File: src/rtl/controlador_jogo.sv
// rtl/controlador_jogo.sv - game-mode controller for the 4-digit seven-segment display
//
// Parameters:
//   TICK_DIV   clocks per display scan tick (>= 2)
//   N_MAPAS    selectable maps, 1..8
//   MAX_TIROS  shot limit, 1..15, active only when LIMITE_TIROS_EN is defined
// Build macro:
//   LIMITE_TIROS_EN  power off automatically on the shot that reaches MAX_TIROS
// Ports:
//   clock, reset_n                       rising-edge clock, synchronous active-low reset
//   btn_liga/confirma/avanca/linha       debounced button levels
//   DESLIGADO, PREPARACAO, ATAQUE        one-hot mode
//   mapa, coordColuna, coordLinha        map and attack coordinates
//   tiro_valido, tiros                   shot pulse and shot count
//   tick_varredura                       one-cycle scan enable every TICK_DIV clocks
module controlador_jogo #(
  parameter int TICK_DIV  = 50000,
  parameter int N_MAPAS   = 5,
  parameter int MAX_TIROS = 10
) (
  input  logic       clock,
  input  logic       reset_n,
  input  logic       btn_liga,
  input  logic       btn_confirma,
  input  logic       btn_avanca,
  input  logic       btn_linha,
  output logic       DESLIGADO,
  output logic       PREPARACAO,
  output logic       ATAQUE,
  output logic [2:0] mapa,
  output logic [2:0] coordColuna,
  output logic [2:0] coordLinha,
  output logic       tiro_valido,
  output logic [3:0] tiros,
  output logic       tick_varredura
);

  localparam int CW = $clog2(TICK_DIV);

`ifdef LIMITE_TIROS_EN
  localparam bit LIMITE_EN = 1'b1;
`else
  localparam bit LIMITE_EN = 1'b0;
`endif

  typedef enum logic [2:0] {
    S_DESLIGADO  = 3'b001,
    S_PREPARACAO = 3'b010,
    S_ATAQUE     = 3'b100
  } estado_t;

  estado_t         estado_q, estado_d;
  logic [3:0]      btn_prev_q, btn_prev_d;  // {linha, avanca, confirma, liga}
  logic [2:0]      mapa_q, mapa_d;
  logic [2:0]      col_q, col_d;
  logic [2:0]      lin_q, lin_d;
  logic [3:0]      tiros_q, tiros_d;
  logic            tiro_valido_q, tiro_valido_d;
  logic            tick_q, tick_d;
  logic [CW-1:0]   cnt_q, cnt_d;

  logic [3:0]      btn_now;
  logic [3:0]      press;
  logic [3:0]      tiros_inc;

  always_comb begin
    btn_now   = {btn_linha, btn_avanca, btn_confirma, btn_liga};
    press     = btn_now & ~btn_prev_q;
    tiros_inc = (tiros_q == 4'hF) ? tiros_q : tiros_q + 4'd1;

    estado_d      = estado_q;
    btn_prev_d    = btn_now;
    mapa_d        = mapa_q;
    col_d         = col_q;
    lin_d         = lin_q;
    tiros_d       = tiros_q;
    tiro_valido_d = 1'b0;

    // Scan counter runs regardless of mode; tick is registered on the wrap edge.
    if (cnt_q == CW'(TICK_DIV - 1)) begin
      cnt_d  = '0;
      tick_d = 1'b1;
    end else begin
      cnt_d  = cnt_q + 1'b1;
      tick_d = 1'b0;
    end

    // Priority liga > confirma > avanca/linha; losers are dropped, not queued.
    case (estado_q)
      S_DESLIGADO: begin
        if (press[0]) begin
          estado_d = S_PREPARACAO;
          mapa_d   = '0;
          col_d    = '0;
          lin_d    = '0;
          tiros_d  = '0;
        end
      end
      S_PREPARACAO: begin
        if (press[0]) begin
          estado_d = S_DESLIGADO;
        end else if (press[1]) begin
          estado_d = S_ATAQUE;
          col_d    = '0;
          lin_d    = '0;
        end else if (press[2]) begin
          mapa_d = (mapa_q == 3'(N_MAPAS - 1)) ? 3'd0 : mapa_q + 3'd1;
        end
      end
      S_ATAQUE: begin
        if (press[0]) begin
          estado_d = S_DESLIGADO;
        end else if (press[1]) begin
          tiro_valido_d = 1'b1;
          tiros_d       = tiros_inc;
          if (LIMITE_EN && (tiros_inc == 4'(MAX_TIROS))) begin
            estado_d = S_DESLIGADO;
          end
        end else begin
          // 3-bit coordinates wrap 7 -> 0 on their own.
          if (press[2]) col_d = col_q + 3'd1;
          if (press[3]) lin_d = lin_q + 3'd1;
        end
      end
      default: estado_d = S_DESLIGADO;
    endcase
  end

  always_ff @(posedge clock) begin
    if (!reset_n) begin
      estado_q      <= S_DESLIGADO;
      btn_prev_q    <= 4'hF;  // a button held through reset is not a press
      mapa_q        <= '0;
      col_q         <= '0;
      lin_q         <= '0;
      tiros_q       <= '0;
      tiro_valido_q <= 1'b0;
      tick_q        <= 1'b0;
      cnt_q         <= '0;
    end else begin
      estado_q      <= estado_d;
      btn_prev_q    <= btn_prev_d;
      mapa_q        <= mapa_d;
      col_q         <= col_d;
      lin_q         <= lin_d;
      tiros_q       <= tiros_d;
      tiro_valido_q <= tiro_valido_d;
      tick_q        <= tick_d;
      cnt_q         <= cnt_d;
    end
  end

  assign DESLIGADO      = (estado_q == S_DESLIGADO);
  assign PREPARACAO     = (estado_q == S_PREPARACAO);
  assign ATAQUE         = (estado_q == S_ATAQUE);
  assign mapa           = mapa_q;
  assign coordColuna    = col_q;
  assign coordLinha     = lin_q;
  assign tiro_valido    = tiro_valido_q;
  assign tiros          = tiros_q;
  assign tick_varredura = tick_q;

endmodule

File: config.mk
export PLATFORM = sky130hd
export DESIGN_NAME = controlador_jogo
export DESIGN_NICKNAME = d
export VERILOG_FILES = /design/src/rtl/controlador_jogo.sv
export SDC_FILE = /design/constraint.sdc
export NUM_CORES = 1
export LEC_CHECK = 0
export ABC_AREA = 0
export CORE_MARGIN = 2
export CORE_UTILIZATION = 33
export DETAILED_ROUTE_END_ITERATION = 10
export DONT_BUFFER_PORTS = 1
export GPL_TIMING_DRIVEN = 0
export PLACE_DENSITY = 0.57
export RECOVER_POWER = 100
export SLEW_MARGIN = 30
export SYNTH_ARGS = -nofsm -noshare
export SYNTH_HDL_FRONTEND = slang
export SYNTH_SLANG_ARGS = --single-unit
File: constraint.sdc
create_clock -name clock -period 3.07 [get_ports clock]
set_input_delay 0.307 -clock clock [delete_from_list [all_inputs] [get_ports clock]]
set_output_delay 0.307 -clock clock [all_outputs]
set_load 0.02 [all_outputs]
After elaboration in Yosys (flattened, before gate mapping)
Cells that the tools add are included.
{ "totals": {"regBits": 38, "input_bits": 6, "output_inout_bits": 18, "wordCells": 75} }
{ "classes": {"add_sub_neg": 5, "eq_ne": 19, "muxes": 28, "n_bitwise": 4, "n_reduce_logical": 10} }
{ "op_table": {"columns": ["operator", "count"], "rows": [
  ["$mux 3", 17],
  ["$pmux 3 s3", 3],
  ["$add 16x1->16 const B", 1],
  ["$eq 16x16->1 const B", 1],
  ["$mux 4", 4],
  ["$ne 2x1->1 const B", 7],
  ["$reduce_and 7->1", 2],
  ["$ne 2x2->1 const B", 5],
  ["$reduce_and 5->1", 2],
  ["$add 3x1->3 const B", 3],
  ["$pmux 4 s2", 1],
  ["$eq 3x3->1 const B", 2],
  ["$pmux 3 s2", 1],
  ["$add 4x1->4 const B", 1],
  ["$and 4x4->4", 1],
  ["$eq 4x4->1 const B", 1],
  ["$not 4->4", 1],
  ["$reduce_bool 2->1", 2],
  ["$eq 3x1->1 const B", 1],
  ["$eq 3x2->1 const B", 1],
  ["$ne 3x1->1 const B", 1],
  ["$reduce_and 3->1", 1],
  ["$reduce_bool 3->1", 1],
  ["$reduce_or 3->1", 1],
  ["3 further kinds", 5]
]} }

Depth between registers and ports, before layout
{ "depth": {"ltp_word": 6, "mapped_depth": 7, "ltp_nobuf": 6} }

Worst setup path after synthesis
Ideal clock, no wire load.
{ "synth_path": {"path_kind": "reg-to-reg", "from": "reg estado_q[0]", "to": "reg mapa_q[2], in the netlist mapa[2]", "setup_time_ns": 0.117, "arrival_time_ns": 1.484, "t_required_ns": 2.953, "slack_ns": 1.469, "stages_incl_launch_ff": 6, "n_path_buf": 1, "synth_period_minus_slack_ns": 1.601, "cell_sequence": "dfxtp_1 -> nor3b_2 -> nand2_1 -> clkbuf_1 -> and3_1 -> a32o_1"} }
{ "synth_between": {"elab_chain_cells": 3, "word_cells_on_any_way": 9, "cone_classes": "6 x eq/ne; 1 x mux; 2 x reduce/logical"} }
{ "synth_lines": {"columns": ["item", "line_no", "source"], "rows": [
  ["from (decl)", "52", "estado_t estado_q, estado_d;"],
  ["from (signal assigned)", "141", "estado_q <= estado_d;"],
  ["$eq 3x1->1 (*)", null, null],
  ["named net DESLIGADO", "27", "output logic DESLIGADO,"],
  ["$ne 2x1->1 (no source line) / $reduce_bool 2->1 (equally long branches)", null, null],
  ["$reduce_and 5->1 (no source line)", null, null],
  ["to (signal assigned)", "143", "mapa_q <= mapa_d;"],
  ["to (decl)", "54", "logic [2:0] mapa_q, mapa_d;"]
]} }
Mark *: on every way through the listed nets, which the timed path passes. The rest lies on a longest branch.
A chain may end at the register's enable or synchronous reset.

Worst setup path in the final report
{ "layout_path": {"from": "reg estado_q[2]", "to": "reg tiros_q[0], in the netlist tiros[0]"} }
{ "layout_between": {"elab_chain_cells": 3, "word_cells_on_any_way": 9, "cone_classes": "6 x eq/ne; 1 x mux; 2 x reduce/logical"} }
{ "layout_lines": {"columns": ["item", "line_no", "source"], "rows": [
  ["$eq 3x3->1 (*)", null, null],
  ["named net ATAQUE", "29", "output logic ATAQUE,"],
  ["$ne 2x2->1 (no source line), or another cell as far along", null, null],
  ["$reduce_and 5->1 (no source line)", null, null],
  ["to (signal assigned)", "146", "tiros_q <= tiros_d;"],
  ["to (decl)", "57", "logic [3:0] tiros_q, tiros_d;"]
]} }
Marks and branches as above.

==> out/qor.yml <==
path_clk_slew_ns: 0.08
path_class: "flip-flop to flip-flop"
yosysWarnings: 0
startpoint_type: "flip-flop"
rr_startpoint: "estado_q[2]$_SDFFE_PN0P_"
hold_viol: 0
tritoncts: "done"
avgSynthCellArea_um2: 8.97
critPathBufInv: 2
boundaryPins: 24
nets: 222
drive_above_1_share: 0.0569
worst_slew_pin_slew_ns: 0.810
path_depth: 7
grt_util_met1: 0.161
ant_nets: 0
critical_path_required_ns: 3.30
synth.top_cell.area_share: 0.418
grt_pass1_wl_um: 6590
antenna_found_initial: 0
synth_cell_type_count: 49
use_met3: 0.0414
async_flop_share: 0
status: "completed"
fill_cells: 580
start_util: 0.337
clock-sinks: 38
grt-busiest-layer: "met2"
drc_errors: 0
post-route-util: 0.363
cap_violations: 0
clock.fmax_mhz: 463
layout_common_cells: "dfxtp_1, nor2_1, nand3_1"
yosys.area.top_type: "dfxtp_1"
cts_resized: 0
post_cts_buffers: 0
final-setup-viol-count: 0
ir_drop_uv: 208
ys_top_cells_by_area: "dfxtp_1, xnor2_1, nand3_1"
place_hpwl_um: 2750
slew_violations: 0
cp-startpoint: "estado_q[2]$_SDFFE_PN0P_"
drtPass1Iterations: 5
drt-total-wl_um: 3870
rrSetupSlack_ns: 0.91
syn-cell-area_mm2: 0.00182
grt_use_total: 0.138
area_delta_synth_final_pct: 7.76
critPathArrivalTime_ns: 2.39
viasPerCell: 5.12
end_kind: "flip-flop"
clock_latency_ns: 0.29
tns_ns: 0
path_cells: "and2b_1, nand2b_4, inv_1, clkbuf_1, nand4_1, or2_0, a21oi_1"
p_leak_uw: 0.000653
instances_no_fill: 283
routabilityCongestion: 0.845
holdBufCountCts: 0
overflow: 0
cts_max_level: 2
finalClockSkew_ns: 0.00957
critPathMaxStageDelay_ns: 0.51
wl_per_cell_um: 13.7
grtUsageMet2: 0.232
crit_fanout: 10
crit_family: "simple AND/OR/NAND/NOR gates"
synth_fp_nets: 215
ys_ff_latch: 38
syn_inst: 203
synth_edf_count: 0
dieArea_mm2: 0.00613
die_w_um: 78.3
rsz0062_at_grt: "false"
r2r_cells: 7
vias: 1448
powerDensity_mw_per_mm2: 458
grt_pass1_vias: 1384
period_share: 0.703
ys_seq_area_frac: 0.418
fp.dieH_um: 78.3
placed_area_mm2: 0.00191
post-route-min-period_ns: 2.16
placed_cells_incl_taps: 275
hold_path_class: "input pin to flip-flop"
grt_start_max_net_pins: 12
crit_end: "tiros[0]$_SDFFE_PN0P_"
core_area_mm2: 0.00541
io_buffers: 0
root_buffer: "clkbuf_8"
layout_commonest_cell: "dfxtp_1"
antenna_cells: 0
std_cell_rows: 27
cpMaxStageDelayCell: "clkbuf_1"
first_iter_violations: 91
rr_endpoint: "tiros[0]$_SDFFE_PN0P_"
ys.flop_type: "dfxtp_1"
slew_headroom: 0.459
clockBufferDepth: 2
final_area_mm2: 0.00196
cts_made_buffers: 5
## worst min-delay path by stage
| stage | from | endpoint | slack [ns] | depth (start not counted) |
|---|---|---|---|---|
| after floorplan | btn_liga | btn_prev_q[0]$_SDFF_PN1_ | 0.41 | 1 |
| after global placement | btn_confirma | btn_prev_q[1]$_SDFF_PN1_ | 0.41 | 1 |
| after detailed placement | btn_liga | btn_prev_q[0]$_SDFF_PN1_ | 0.41 | 1 |
| after CTS | btn_confirma | btn_prev_q[1]$_SDFF_PN1_ | 0.10 | 1 |
| after global routing | btn_confirma | btn_prev_q[1]$_SDFF_PN1_ | 0.11 | 1 |
| final | btn_confirma | btn_prev_q[1]$_SDFF_PN1_ | 0.11 | 1 |
## metal layers
metal / up-vias / part of all wire
li1: 739 / -
met1: 675 / 0.45
met2: 26 / 0.47
met3: 8 / 0.053
met4: 0 / 0.019
met5: - / 0
## cell usage after synthesis, types with 3 or more instances
master and n:
clkbuf_1 4, nor4_1 6, inv_1 9, nand2b_1 6, xnor2_1 12, nor2_1 22, nand2_1 13, nand4_1 11
dfxtp_1 38, nor3_1 5, nor2b_1 3, a21oi_1 7, nand3_1 17, ha_1 6
## worst reg2reg max path: cells and delay by family, from the launching register on
kind,cells,cell delay [ns]
AOI/OAI and AO/OA,1,0.12
buffers and inverters,2,0.62
DFF,1,0.45
and+or+nand+nor,4,0.91
## cell type report
cell class	instances	area [um2]	share of cell area
Inverter	10	37.5	0.0191
Clock buffer	7	86.3	0.0440
Buffer	7	27.5	0.0140
Multi-Input combinational cell	148	956	0.487
Tap cell	72	90.1	0.0459
Sequential cell	38	761	0.388
Clock inverter	1	5.00	0.00255
## cell families (layout without fill, tap and decap cells)
logic type	Yosys count	count (layout)	synth area share
flops	38	38	0.418
mux	2	2	0.0117
xor+xnor	14	14	0.0673
fa+ha+maj	6	6	0.0412
buf+inv	17	25	0.0419
simple gates	105	105	0.334
compound gates	21	21	0.0865
## where the power goes
part	leakage [uW]	switching [uW]	total, uW	internal (uW)
Clock	0.0000482	178	359	181
Sequential	0.000308	5.31	505	499
Combinational	0.000296	23.1	35.1	12.1
Total	0.000653	206	899	693
## state kept, by name, indices dropped and copies added (netlist names)
name / flops
cnt_q: 16
estado_q: 3
tiro_valido: 1
btn_prev_q: 4
coordLinha: 3
mapa: 3
coordColuna: 3
tick_varredura: 1
tiros: 4
## stage by stage
step / worst slack, ns / hold slack [ns] / total power (uW)
after floorplan: 1.47 / 0.408 / 545
after global placement: 1.24 / 0.411 / 554
after detailed placement: 1.22 / 0.414 / 554
after CTS: 1.20 / 0.102 / 915
after global routing: 0.601 / 0.105 / 939
final: 0.912 / 0.106 / 899
(Power assumes the default switching activity.)
